## src/rtl/param_expr_stack_pkg.sv

```systemverilog
// es_pkg: shared encodings for the expression stack.
//   es_op_e     - ESOp codes (6 and 7 are treated as NOP)
//   push_src_e  - pushSrc codes (0-3 select the literal value itself)
//   OP_W/SRC_W  - field widths used by the interface and sub-modules
package es_pkg;

    localparam int OP_W  = 3;
    localparam int SRC_W = 3;

    typedef enum logic [OP_W-1:0] {
        OP_NOP   = 3'd0,
        OP_PUSH  = 3'd1,
        OP_POP   = 3'd2,
        OP_DUP   = 3'd3,
        OP_SWAP  = 3'd4,
        OP_CLEAR = 3'd5
    } es_op_e;

    typedef enum logic [SRC_W-1:0] {
        SRC_LIT0  = 3'd0,
        SRC_LIT1  = 3'd1,
        SRC_LIT2  = 3'd2,
        SRC_LIT3  = 3'd3,
        SRC_EXT   = 3'd4,
        SRC_IMM   = 3'd5,
        SRC_SNAPA = 3'd6,
        SRC_SNAPB = 3'd7
    } push_src_e;

endpackage

```

## src/rtl/param_expr_stack_if.sv

```systemverilog
// param_expr_stack_if: operation and status bundle of the expression stack.
// Handshake: there is no back-pressure. The master presents ESOp/pushSrc/
// operands with ESAct=1 for exactly the cycles it wants an op executed; the
// stack always accepts in that cycle and the result is visible on the
// status outputs the cycle after the edge. snap is an independent strobe.
//   master: drives ESAct, ESOp, pushSrc, ext_data, imm, snap
//   slave : drives tos_a, tos_b, depth, full, empty, ovf_err, unf_err
interface param_expr_stack_if
    import es_pkg::*;
#(
    parameter int WIDTH = 16,
    parameter int DEPTH = 8
);
    localparam int CW = $clog2(DEPTH + 1);

    logic             ESAct;
    logic [OP_W-1:0]  ESOp;
    logic [SRC_W-1:0] pushSrc;
    logic [WIDTH-1:0] ext_data;
    logic [WIDTH-1:0] imm;
    logic             snap;
    logic [WIDTH-1:0] tos_a;
    logic [WIDTH-1:0] tos_b;
    logic [CW-1:0]    depth;
    logic             full;
    logic             empty;
    logic             ovf_err;
    logic             unf_err;

    modport master (
        output ESAct, ESOp, pushSrc, ext_data, imm, snap,
        input  tos_a, tos_b, depth, full, empty, ovf_err, unf_err
    );

    modport slave (
        input  ESAct, ESOp, pushSrc, ext_data, imm, snap,
        output tos_a, tos_b, depth, full, empty, ovf_err, unf_err
    );

endinterface

```

## src/rtl/param_expr_stack_push_sel.sv

```systemverilog
// es_push_sel: combinational PUSH operand selector.
//   pushSrc  in  source code (0-3 literal, 4 ext_data, 5 imm, 6 snapA, 7 snapB)
//   ext_data/imm/snapA/snapB  in  candidate operands
//   push_val out selected value, literals zero-extended to WIDTH
module es_push_sel
    import es_pkg::*;
#(
    parameter int WIDTH = 16
) (
    input  logic [SRC_W-1:0] pushSrc,
    input  logic [WIDTH-1:0] ext_data,
    input  logic [WIDTH-1:0] imm,
    input  logic [WIDTH-1:0] snapA,
    input  logic [WIDTH-1:0] snapB,
    output logic [WIDTH-1:0] push_val
);

    always_comb begin
        push_val = '0;
        case (push_src_e'(pushSrc))
            SRC_EXT:   push_val = ext_data;
            SRC_IMM:   push_val = imm;
            SRC_SNAPA: push_val = snapA;
            SRC_SNAPB: push_val = snapB;
            default:   push_val[1:0] = pushSrc[1:0];
        endcase
    end

endmodule

```

## src/rtl/param_expr_stack.sv

```systemverilog
// param_expr_stack: single-cycle DEPTH x WIDTH operand stack with
// PUSH/POP/DUP/SWAP/CLEAR and two snapshot registers.
//   clk, reset : rising-edge clock, synchronous active-high reset
//   es (slave) : op strobe/code, push source and operands, snap strobe;
//                tos_a/tos_b (masked to 0 beyond depth), depth, full,
//                empty, sticky ovf_err/unf_err
// Build option: define ES_ERR_FLAGS_EN to build the sticky error flags;
// otherwise ovf_err/unf_err are constant 0 (illegal ops are still blocked).
module param_expr_stack
    import es_pkg::*;
#(
    parameter int WIDTH = 16,
    parameter int DEPTH = 8
) (
    input  logic                clk,
    input  logic                reset,
    param_expr_stack_if.slave   es
);

    localparam int CW = $clog2(DEPTH + 1);
    localparam int AW = $clog2(DEPTH);

    logic [WIDTH-1:0] mem_q [DEPTH];
    logic [WIDTH-1:0] mem_d [DEPTH];
    logic [CW-1:0]    depth_q, depth_d;
    logic [WIDTH-1:0] snap_a_q, snap_a_d;
    logic [WIDTH-1:0] snap_b_q, snap_b_d;

    logic [WIDTH-1:0] tos_a, tos_b, push_val;
    logic [AW-1:0]    wr_idx, top_idx, sec_idx;
    logic             is_full, is_empty, has_two;
    logic             ovf_hit, unf_hit, clr_hit;

    // Entry i holds the (i+1)-th pushed value; the top lives at depth-1.
    assign wr_idx   = AW'(depth_q);
    assign top_idx  = AW'(depth_q - CW'(1));
    assign sec_idx  = AW'(depth_q - CW'(2));
    assign is_full  = (depth_q == CW'(DEPTH));
    assign is_empty = (depth_q == '0);
    assign has_two  = (depth_q >= CW'(2));

    // Storage is never reset, so anything above depth is masked here.
    assign tos_a = is_empty ? '0 : mem_q[top_idx];
    assign tos_b = has_two  ? mem_q[sec_idx] : '0;

    // Snapshot registers feed the selector with their pre-edge value.
    es_push_sel #(.WIDTH(WIDTH)) u_push_sel (
        .pushSrc  (es.pushSrc),
        .ext_data (es.ext_data),
        .imm      (es.imm),
        .snapA    (snap_a_q),
        .snapB    (snap_b_q),
        .push_val (push_val)
    );

    always_comb begin
        mem_d    = mem_q;
        depth_d  = depth_q;
        ovf_hit  = 1'b0;
        unf_hit  = 1'b0;
        clr_hit  = 1'b0;
        snap_a_d = es.snap ? tos_a : snap_a_q;
        snap_b_d = es.snap ? tos_b : snap_b_q;
        if (es.ESAct) begin
            case (es_op_e'(es.ESOp))
                OP_PUSH: begin
                    if (is_full) begin
                        ovf_hit = 1'b1;
                    end else begin
                        mem_d[wr_idx] = push_val;
                        depth_d       = depth_q + CW'(1);
                    end
                end
                OP_POP: begin
                    if (is_empty) unf_hit = 1'b1;
                    else          depth_d = depth_q - CW'(1);
                end
                OP_DUP: begin
                    // Empty is checked first: DUP on empty is an underflow.
                    if (is_empty) begin
                        unf_hit = 1'b1;
                    end else if (is_full) begin
                        ovf_hit = 1'b1;
                    end else begin
                        mem_d[wr_idx] = tos_a;
                        depth_d       = depth_q + CW'(1);
                    end
                end
                OP_SWAP: begin
                    if (!has_two) begin
                        unf_hit = 1'b1;
                    end else begin
                        mem_d[top_idx] = mem_q[sec_idx];
                        mem_d[sec_idx] = mem_q[top_idx];
                    end
                end
                OP_CLEAR: begin
                    depth_d = '0;
                    clr_hit = 1'b1;
                end
                default: ;
            endcase
        end
    end

    always_ff @(posedge clk) begin
        if (reset) begin
            depth_q  <= '0;
            snap_a_q <= '0;
            snap_b_q <= '0;
        end else begin
            depth_q  <= depth_d;
            snap_a_q <= snap_a_d;
            snap_b_q <= snap_b_d;
        end
    end

    // Data array has no reset; a reset only zeroes depth.
    always_ff @(posedge clk) begin
        mem_q <= mem_d;
    end

`ifdef ES_ERR_FLAGS_EN
    logic ovf_q, ovf_d;
    logic unf_q, unf_d;

    always_comb begin
        ovf_d = clr_hit ? 1'b0 : (ovf_q | ovf_hit);
        unf_d = clr_hit ? 1'b0 : (unf_q | unf_hit);
    end

    always_ff @(posedge clk) begin
        if (reset) begin
            ovf_q <= 1'b0;
            unf_q <= 1'b0;
        end else begin
            ovf_q <= ovf_d;
            unf_q <= unf_d;
        end
    end

    assign es.ovf_err = ovf_q;
    assign es.unf_err = unf_q;
`else
    logic unused_err_hits;
    assign unused_err_hits = ovf_hit ^ unf_hit ^ clr_hit;
    assign es.ovf_err      = 1'b0;
    assign es.unf_err      = 1'b0;
`endif

    assign es.tos_a = tos_a;
    assign es.tos_b = tos_b;
    assign es.depth = depth_q;
    assign es.full  = is_full;
    assign es.empty = is_empty;

endmodule

```

## src/flat_wrapper.sv

```systemverilog
// flat-port wrapper written by rule: the top's interface ports become plain ports
module param_expr_stack_flat import es_pkg::*;
#(
    parameter int WIDTH = 16,
    parameter int DEPTH = 8
)
  (clk, reset, es_ESAct, es_ESOp, es_pushSrc, es_ext_data, es_imm, es_snap, es_tos_a, es_tos_b, es_depth, es_full, es_empty, es_ovf_err, es_unf_err);
  param_expr_stack_if #(.WIDTH(WIDTH), .DEPTH(DEPTH)) es_i ();
  input  logic clk;
  input  logic reset;
  input wire logic [$bits(es_i.ESAct)-1:0] es_ESAct;
  input wire logic [$bits(es_i.ESOp)-1:0] es_ESOp;
  input wire logic [$bits(es_i.pushSrc)-1:0] es_pushSrc;
  input wire logic [$bits(es_i.ext_data)-1:0] es_ext_data;
  input wire logic [$bits(es_i.imm)-1:0] es_imm;
  input wire logic [$bits(es_i.snap)-1:0] es_snap;
  output wire logic [$bits(es_i.tos_a)-1:0] es_tos_a;
  output wire logic [$bits(es_i.tos_b)-1:0] es_tos_b;
  output wire logic [$bits(es_i.depth)-1:0] es_depth;
  output wire logic [$bits(es_i.full)-1:0] es_full;
  output wire logic [$bits(es_i.empty)-1:0] es_empty;
  output wire logic [$bits(es_i.ovf_err)-1:0] es_ovf_err;
  output wire logic [$bits(es_i.unf_err)-1:0] es_unf_err;
  assign es_i.ESAct = es_ESAct;
  assign es_i.ESOp = es_ESOp;
  assign es_i.pushSrc = es_pushSrc;
  assign es_i.ext_data = es_ext_data;
  assign es_i.imm = es_imm;
  assign es_i.snap = es_snap;
  assign es_tos_a = es_i.tos_a;
  assign es_tos_b = es_i.tos_b;
  assign es_depth = es_i.depth;
  assign es_full = es_i.full;
  assign es_empty = es_i.empty;
  assign es_ovf_err = es_i.ovf_err;
  assign es_unf_err = es_i.unf_err;
  param_expr_stack #(.WIDTH(WIDTH), .DEPTH(DEPTH)) u_core (.clk(clk), .reset(reset), .es(es_i));
endmodule
```

## config.mk

```make
export PLATFORM = sky130hd
export DESIGN_NAME = param_expr_stack_flat
export DESIGN_NICKNAME = d
export VERILOG_FILES = /design/src/rtl/param_expr_stack_pkg.sv /design/src/rtl/param_expr_stack_if.sv /design/src/rtl/param_expr_stack_push_sel.sv /design/src/rtl/param_expr_stack.sv /design/src/flat_wrapper.sv
export SDC_FILE = /design/constraint.sdc
export NUM_CORES = 1
export LEC_CHECK = 0
export BUFFER_PORTS_ARGS = -buffer_cell sky130_fd_sc_hd__buf_2
export CAP_MARGIN = 5
export CORE_MARGIN = 5
export CORE_UTILIZATION = 60
export DETAILED_ROUTE_END_ITERATION = 6
export PLACE_DENSITY = 0.79
export SLEW_MARGIN = 20
export SYNTH_ARGS = -nofsm -noshare
export SYNTH_HDL_FRONTEND = slang
export SYNTH_SLANG_ARGS = --single-unit
```

## constraint.sdc

```tcl
create_clock -name clk -period 7.5 [get_ports clk]
set_input_delay 0.375 -clock clk [delete_from_list [all_inputs] [get_ports clk]]
set_output_delay 0.375 -clock clk [all_outputs]
set_load 0.1 [all_outputs]
```

# Word-level counts from Yosys, hierarchy flattened
# Cells that the tools add are included.
# word_totals
ff_bits,164
latch_bits,0
mem_bits_rw,0
rom_bits,0
inputBits,42
out_inout_bits,40
word_cells,76
memories,0
# op_classes
add_sub_neg,3
mul,0
div_mod_pow,0
n_lt_le_gt_ge,7
n_eq_ne,15
shifts,0
n_mux,29
bitwise_logic,3
reduce_logical,8
# ops
cell,n
bitwise mux 128 bit,4
2-to-1 mux 128 bit,4
one-hot mux 128 bit (3 select lines),1
demux 16 bit (select 3 bit),3
2-to-1 mux 16 bit,9
binary-select mux 16 bit (select 3 bit),2
one-hot mux 14 bit (4 select lines),1
equality test 3 bit (second input constant),6
one-hot mux 4 bit (4 select lines),1
>= comparator 4 bit (second input constant),3
< comparator 4 x 1 -> 1 bit (second input constant),3
2-to-1 mux 4 bit,3
NOT 3 -> 4 bit,3
inequality test 2 bit (second input constant),4
one-hot mux 2 bit (4 select lines),1
equality test 3 x 2 -> 1 bit (second input constant),2
AND reduction 6 bit,1
adder 4 x 1 -> 4 bit (second input constant),1
equality test 4 bit (second input constant),1
>= comparator 4 x 2 -> 1 bit (second input constant),1
logical NOT 4 bit,1
AND reduction 4 bit,1
nonzero test 4 bit,1
subtractor 4 x 1 -> 4 bit (second input constant),1
other kinds (5),7

# Depth between registers and ports, before layout
# logic_depth
word_depth,10
mapped_depth,13
ltp_nobuf,8

# Modules after synthesis
# Synthesis repeated with hierarchy kept, for this count alone.
# hier_totals
hier_cells,1578
area_unflattened_um2,14189.9
# modules_own_cells
module,instances,cells_each,area_each_um2,seq_area_each_um2
param_expr_stack,1,1535,13634.3,4564.4
es_push_sel,1,43,555.5,0.0

# Worst setup path after synthesis
# No wires, ideal clock.
# synth_path
kind,reg-to-reg
startpoint,register u_core.depth_q[1] (netlist: u_core.es.depth[1])
endpoint,register u_core.snap_b_q[0]
setup_time_ns,0.072
arrival_time_ns,4.564
required_ns,7.428
setup_slack_ns,2.864
stages_incl_launch_ff,12
n_path_buf,4
period_less_slack_ns,4.636
path_cell_list,dfxtp_1 -> inv_2 -> buf_2 -> ha_1 -> buf_6 -> buf_6 -> buf_4 -> mux4_2 -> nand2_1 -> a21oi_1 -> mux2i_1 -> nor2_1
# synth_via
elab_chain_cells,6
word_cells_on_any_way,7
classes_between,add/sub (1); order compare (1); mux (4); bitwise (1)
# synth_lines
element,line,text
start: declaration,param_expr_stack.sv:25,"logic [CW-1:0] depth_q, depth_d;"
start signal: assignment,param_expr_stack.sv:112,depth_q <= depth_d;
subtractor 3 x 2 -> 3 bit,param_expr_stack.sv:37,assign sec_idx = AW'(depth_q - CW'(2));
NOT 3 -> 4 bit (implied by the code),param_expr_stack.sv:44,assign tos_b = has_two ? mem_q[sec_idx] : '0;
binary-select mux 16 bit (select 3 bit),param_expr_stack.sv:44,
2-to-1 mux 16 bit (implied by the code) (2 in a row),param_expr_stack.sv:44,
2-to-1 mux 16 bit (*),param_expr_stack.sv:44,
via es_tos_b[0],flat_wrapper.sv:18,output wire logic [$bits(es_i.tos_b)-1:0] es_tos_b;
end signal: assignment,param_expr_stack.sv:114,snap_b_q <= snap_b_d;
end: declaration,param_expr_stack.sv:27,"logic [WIDTH-1:0] snap_b_q, snap_b_d;"
# The timed path passes the listed nets; every way through them passes the cells marked *. The select of a mux whose other input is x is not followed.
# A chain may end at the register's enable or synchronous reset.

# Final worst setup path
# layout_path
startpoint,register u_core.depth_q[1] (netlist: u_core.es.depth[1])
endpoint,output es_tos_a[12]
# layout_via
elab_chain_cells,6
word_cells_on_any_way,7
classes_between,add/sub (1); mux (4); bitwise (1); reduce/logical (1)
# layout_lines
element,line,text
subtractor 4 x 1 -> 4 bit,--,
NOT 3 -> 4 bit (implied by the code),param_expr_stack.sv:43,assign tos_a = is_empty ? '0 : mem_q[top_idx];
binary-select mux 16 bit (select 3 bit),param_expr_stack.sv:43,
2-to-1 mux 16 bit (implied by the code) (2 in a row),param_expr_stack.sv:43,
2-to-1 mux 16 bit (*),param_expr_stack.sv:43,
end: declaration,flat_wrapper.sv:17,output wire logic [$bits(es_i.tos_a)-1:0] es_tos_a;
# Mark *: on every way between the ends. The rest lies on a longest branch, timed or not. The select of a mux whose other input is x is not followed.

==> summary.txt <==
Clock tree
  • CTS sink count: 164
  • CTS Hold Bufs: 0
  • Post-CTS Setup Repair Bufs: 0
  • Clk buf depth: 2
  • CTS tree: built
  • Clk slew on worst S/H paths: 0.08 ns
  • Clock Tree Root: clkbuf_16
  • Clk Latency, worst-skew pair: 0.44 ns
  • TritonCTS Buffers: 17
  • # H-tree levels: 4
  • PostCTS Resize Cnt: 0

Finish
  • Proportion of layout cells with a drive suffix above 1: 19.0%
  • Final net count: 1636
  • Antenna cells: 0
  • Synth-to-Final Area Change: 8.18%

Synthesis
  • Register bit total from synthesis: 164
  • Top_reg_cell synth: edfxtp_1
  • Synthesized area per cell: 9.03 sq um
  • Synth Warn #: 0
  • Post-synth top cells: a21oi_1 (145), nand2_1 (142), edfxtp_1 (128)
  • Sequential element share of the synthesized area: 31.6%
  • Largest cells by area after synthesis: edfxtp_1 (27%), mux4_2 (11%), a22oi_1 (5.6%)
  • Mapped Area: 14500 sq um
  • Synth Instances: 1600
  • Post-synth top area share: 26.6%
  • Post-synth top area cell: edfxtp_1
  • Synth async-reset ratio: 0%
  • Post-synthesis cell type count: 71
  • Post-synth EDFFs: 128
  • Top-count cell post-synth: a21oi_1

Floorplanning
  • Core Area: 23600 sq um
  • Chip width: 165 microns
  • Die Span Y: 165 microns
  • Full die area: 27300 sq um
  • Starting Density: 61.2%
  • Io pins: 82
  • FP Rows: 56

STA
  • RSZ-0062 raised after global routing: no
  • Final Hold Fails: 0
  • Setup violators final: 0
  • Worst slew pin tran: 1.18 ns
  • Min cycle time layout: 5.22 ns
  • Final Cycle Share: 69.6%
  • Slew Limit Fails: 0
  • Final Hold Slack: 0.374 ns
  • Slew HR: 21.2%
  • Worst Skew: 0.0147 ns
  • Post-Route Setup TNS: 0 ns
  • Fmax: 0.191 GHz

Worst setup path
  • Reg-to-reg startpoint: u_core.es.depth[1]
  • Startpoint types: flop
  • CP endpoint kind: output port
  • Worst R2R Path Depth: 9
  • Crit-path max FO: 44
  • Crit path kind: flop to output port
  • WP data required: 7.12 ns
  • Arr. time, crit path: 4.85 ns
  • Worst reg-to-reg setup slack: 2.85 ns

Power and ir drop
  • Clock Power Share: 33.8%
  • Sw Pwr: 1040 uW
  • Combinational cell fraction of total power: 28.3%
  • Pwr/cell area: 173 nW/um^2
  • Static leakage: 0.00579 uW
  • Internal power: 1670 uW
  • Worst IR Drop VDD: 0.128 mV
  • Sw Share: 38.3%
  • Sequential group share of total power: 38.0%

Global route
  • Initial antenna violation count: 0
  • Largest net degree at the start of global routing: 92
  • Global-route usage over all layers: 38.6%
  • Gr ovfl total: 0
  • Vias in the first global route: 13900
  • First-pass GRT wire length: 81.4 mm

Status
  • Failing checks: DRC
  • Run status: complete, but fails checks

Job
  • MaxCap Viol Count: 0

Route
  • TritonRoute pass-1 iters: 7
  • Post-route ant nets: 0
  • Total Wirelength: 54.1 mm
  • Total number of vias: 15200
  • Drt via density: 7.94
  • Iter 0 DRT Violations: 3055
  • # DRC: 10
  • WL/cell: 28.2 microns

Placed design
  • Port Buffers: 79
  • Post-DP HPWL: 37.2 mm
  • Placer congestion estimate: 1.02

Hold path
  • Hold Crit Class: primary input to flop
  • Worst Hold End: u_core.snap_b_q[10]
  • Hold Startpoint: reset
  • Worst Hold Path Cells: 2
stage by stage:
step           setup slack, ns  power (uW)  cell area (sq um)  utilization, %  cells
2_1_floorplan             2.86        1580              14500               -   1601
3_3_place_gp              3.02        1760              15000            63.3   1884
3_5_place_dp              2.91        1770              15000            63.5   1885
4_1_cts                   2.45        2660              15600            66.0   1917
5_1_grt                   2.05        2760              15600            66.2   1918
6_report                  2.28        2710              15600            66.2   1918
critical path: stages, from the launching register on:
cell and delay (ns):
dfxtp_1 0.76, inv_2 0.43, ha_1 0.48, xor2_4 0.72, buf_4 0.38, buf_4 0.48, mux2_2 0.51, and2_1 0.18
buf_2 0.43
cell usage in the layout, fill, tap and decap left out, types with 4 or more instances in the layout:
master	instances
nand2_1	142
a21oi_1	135
edfxtp_1	128
a22oi_1	108
nor2_1	102
inv_1	100
o22ai_1	92
a221oi_1	90
a211oi_1	90
buf_2	79
mux4_2	72
buf_4	55
dfxtp_1	35
mux2i_1	34
o21ai_0	28
nor3_1	23
o31a_1	20
and2_1	19
a221o_1	19
mux2_2	18
clkbuf_16	17
a22o_1	15
o31ai_1	14
nand3_1	10
nor2b_1	9
a21oi_2	9
o21ai_1	9
nand2b_1	8
nor2_2	8
o311ai_1	7
o221ai_1	7
ha_1	7
inv_8	5
clkinv_8	5
o32ai_1	4
o311ai_0	4
per-layer routing:
layer | global-route usage (%) | up-vias | part of all wire, %
li1 | - | 6337 | -
met1 | 54.2 | 7080 | 36
met2 | 56.5 | 1580 | 43
met3 | 11.8 | 223 | 18
met4 | 13.5 | 2 | 3.3
met5 | 2.08 | - | 0.14
worst max-delay path by stage:
| stage | from | endpoint | slack [ns] |
|---|---|---|---|
| after CTS | u_core.es.depth[1] | es_tos_a[12] | 2.45 |
| after detailed placement | u_core.es.depth[1] | es_tos_a[12] | 2.91 |
| after global routing | u_core.es.depth[1] | es_tos_a[12] | 2.05 |
| final | u_core.es.depth[1] | es_tos_a[12] | 2.28 |
| after global placement | u_core.es.depth[1] | es_tos_a[12] | 3.02 |
| after floorplan | u_core.es.depth[1] | u_core.snap_b_q[0] | 2.86 |
kinds of logic (layout without fill, tap and decap cells):
| logic type | count (synthesis) | in the layout | share of synthesized area (%) |
|---|---|---|---|
| mux | 128 | 128 | 15.4 |
| xor+xnor | 2 | 2 | 0.225 |
| fa+ha+maj | 8 | 8 | 0.693 |
| other cells | 1 | 2 | 0.0259 |
| compound gates | 681 | 681 | 33.4 |
| buf+inv | 271 | 269 | 8.18 |
| simple gates | 345 | 345 | 10.5 |
| flops | 164 | 164 | 31.6 |
final cells by class:
type / count / area (sq um)
timing repair buffer: 134 / 808
inverter: 103 / 387
multi-input combinational: 1166 / 8870
clock inverter: 15 / 179
fill: 1884 / 7980
clock buffer: 17 / 425
tap: 319 / 399
sequential: 164 / 4570
power groups by stage:
stage | logic (uW) | registers [uW] | clock network, uW
2_1_floorplan | 543 | 1040 | 0
3_3_place_gp | 711 | 1040 | 0
3_5_place_dp | 729 | 1050 | 0
4_1_cts | 730 | 1030 | 902
5_1_grt | 789 | 1030 | 942
6_report | 765 | 1030 | 914
Power figures use the tool's default switching activity.
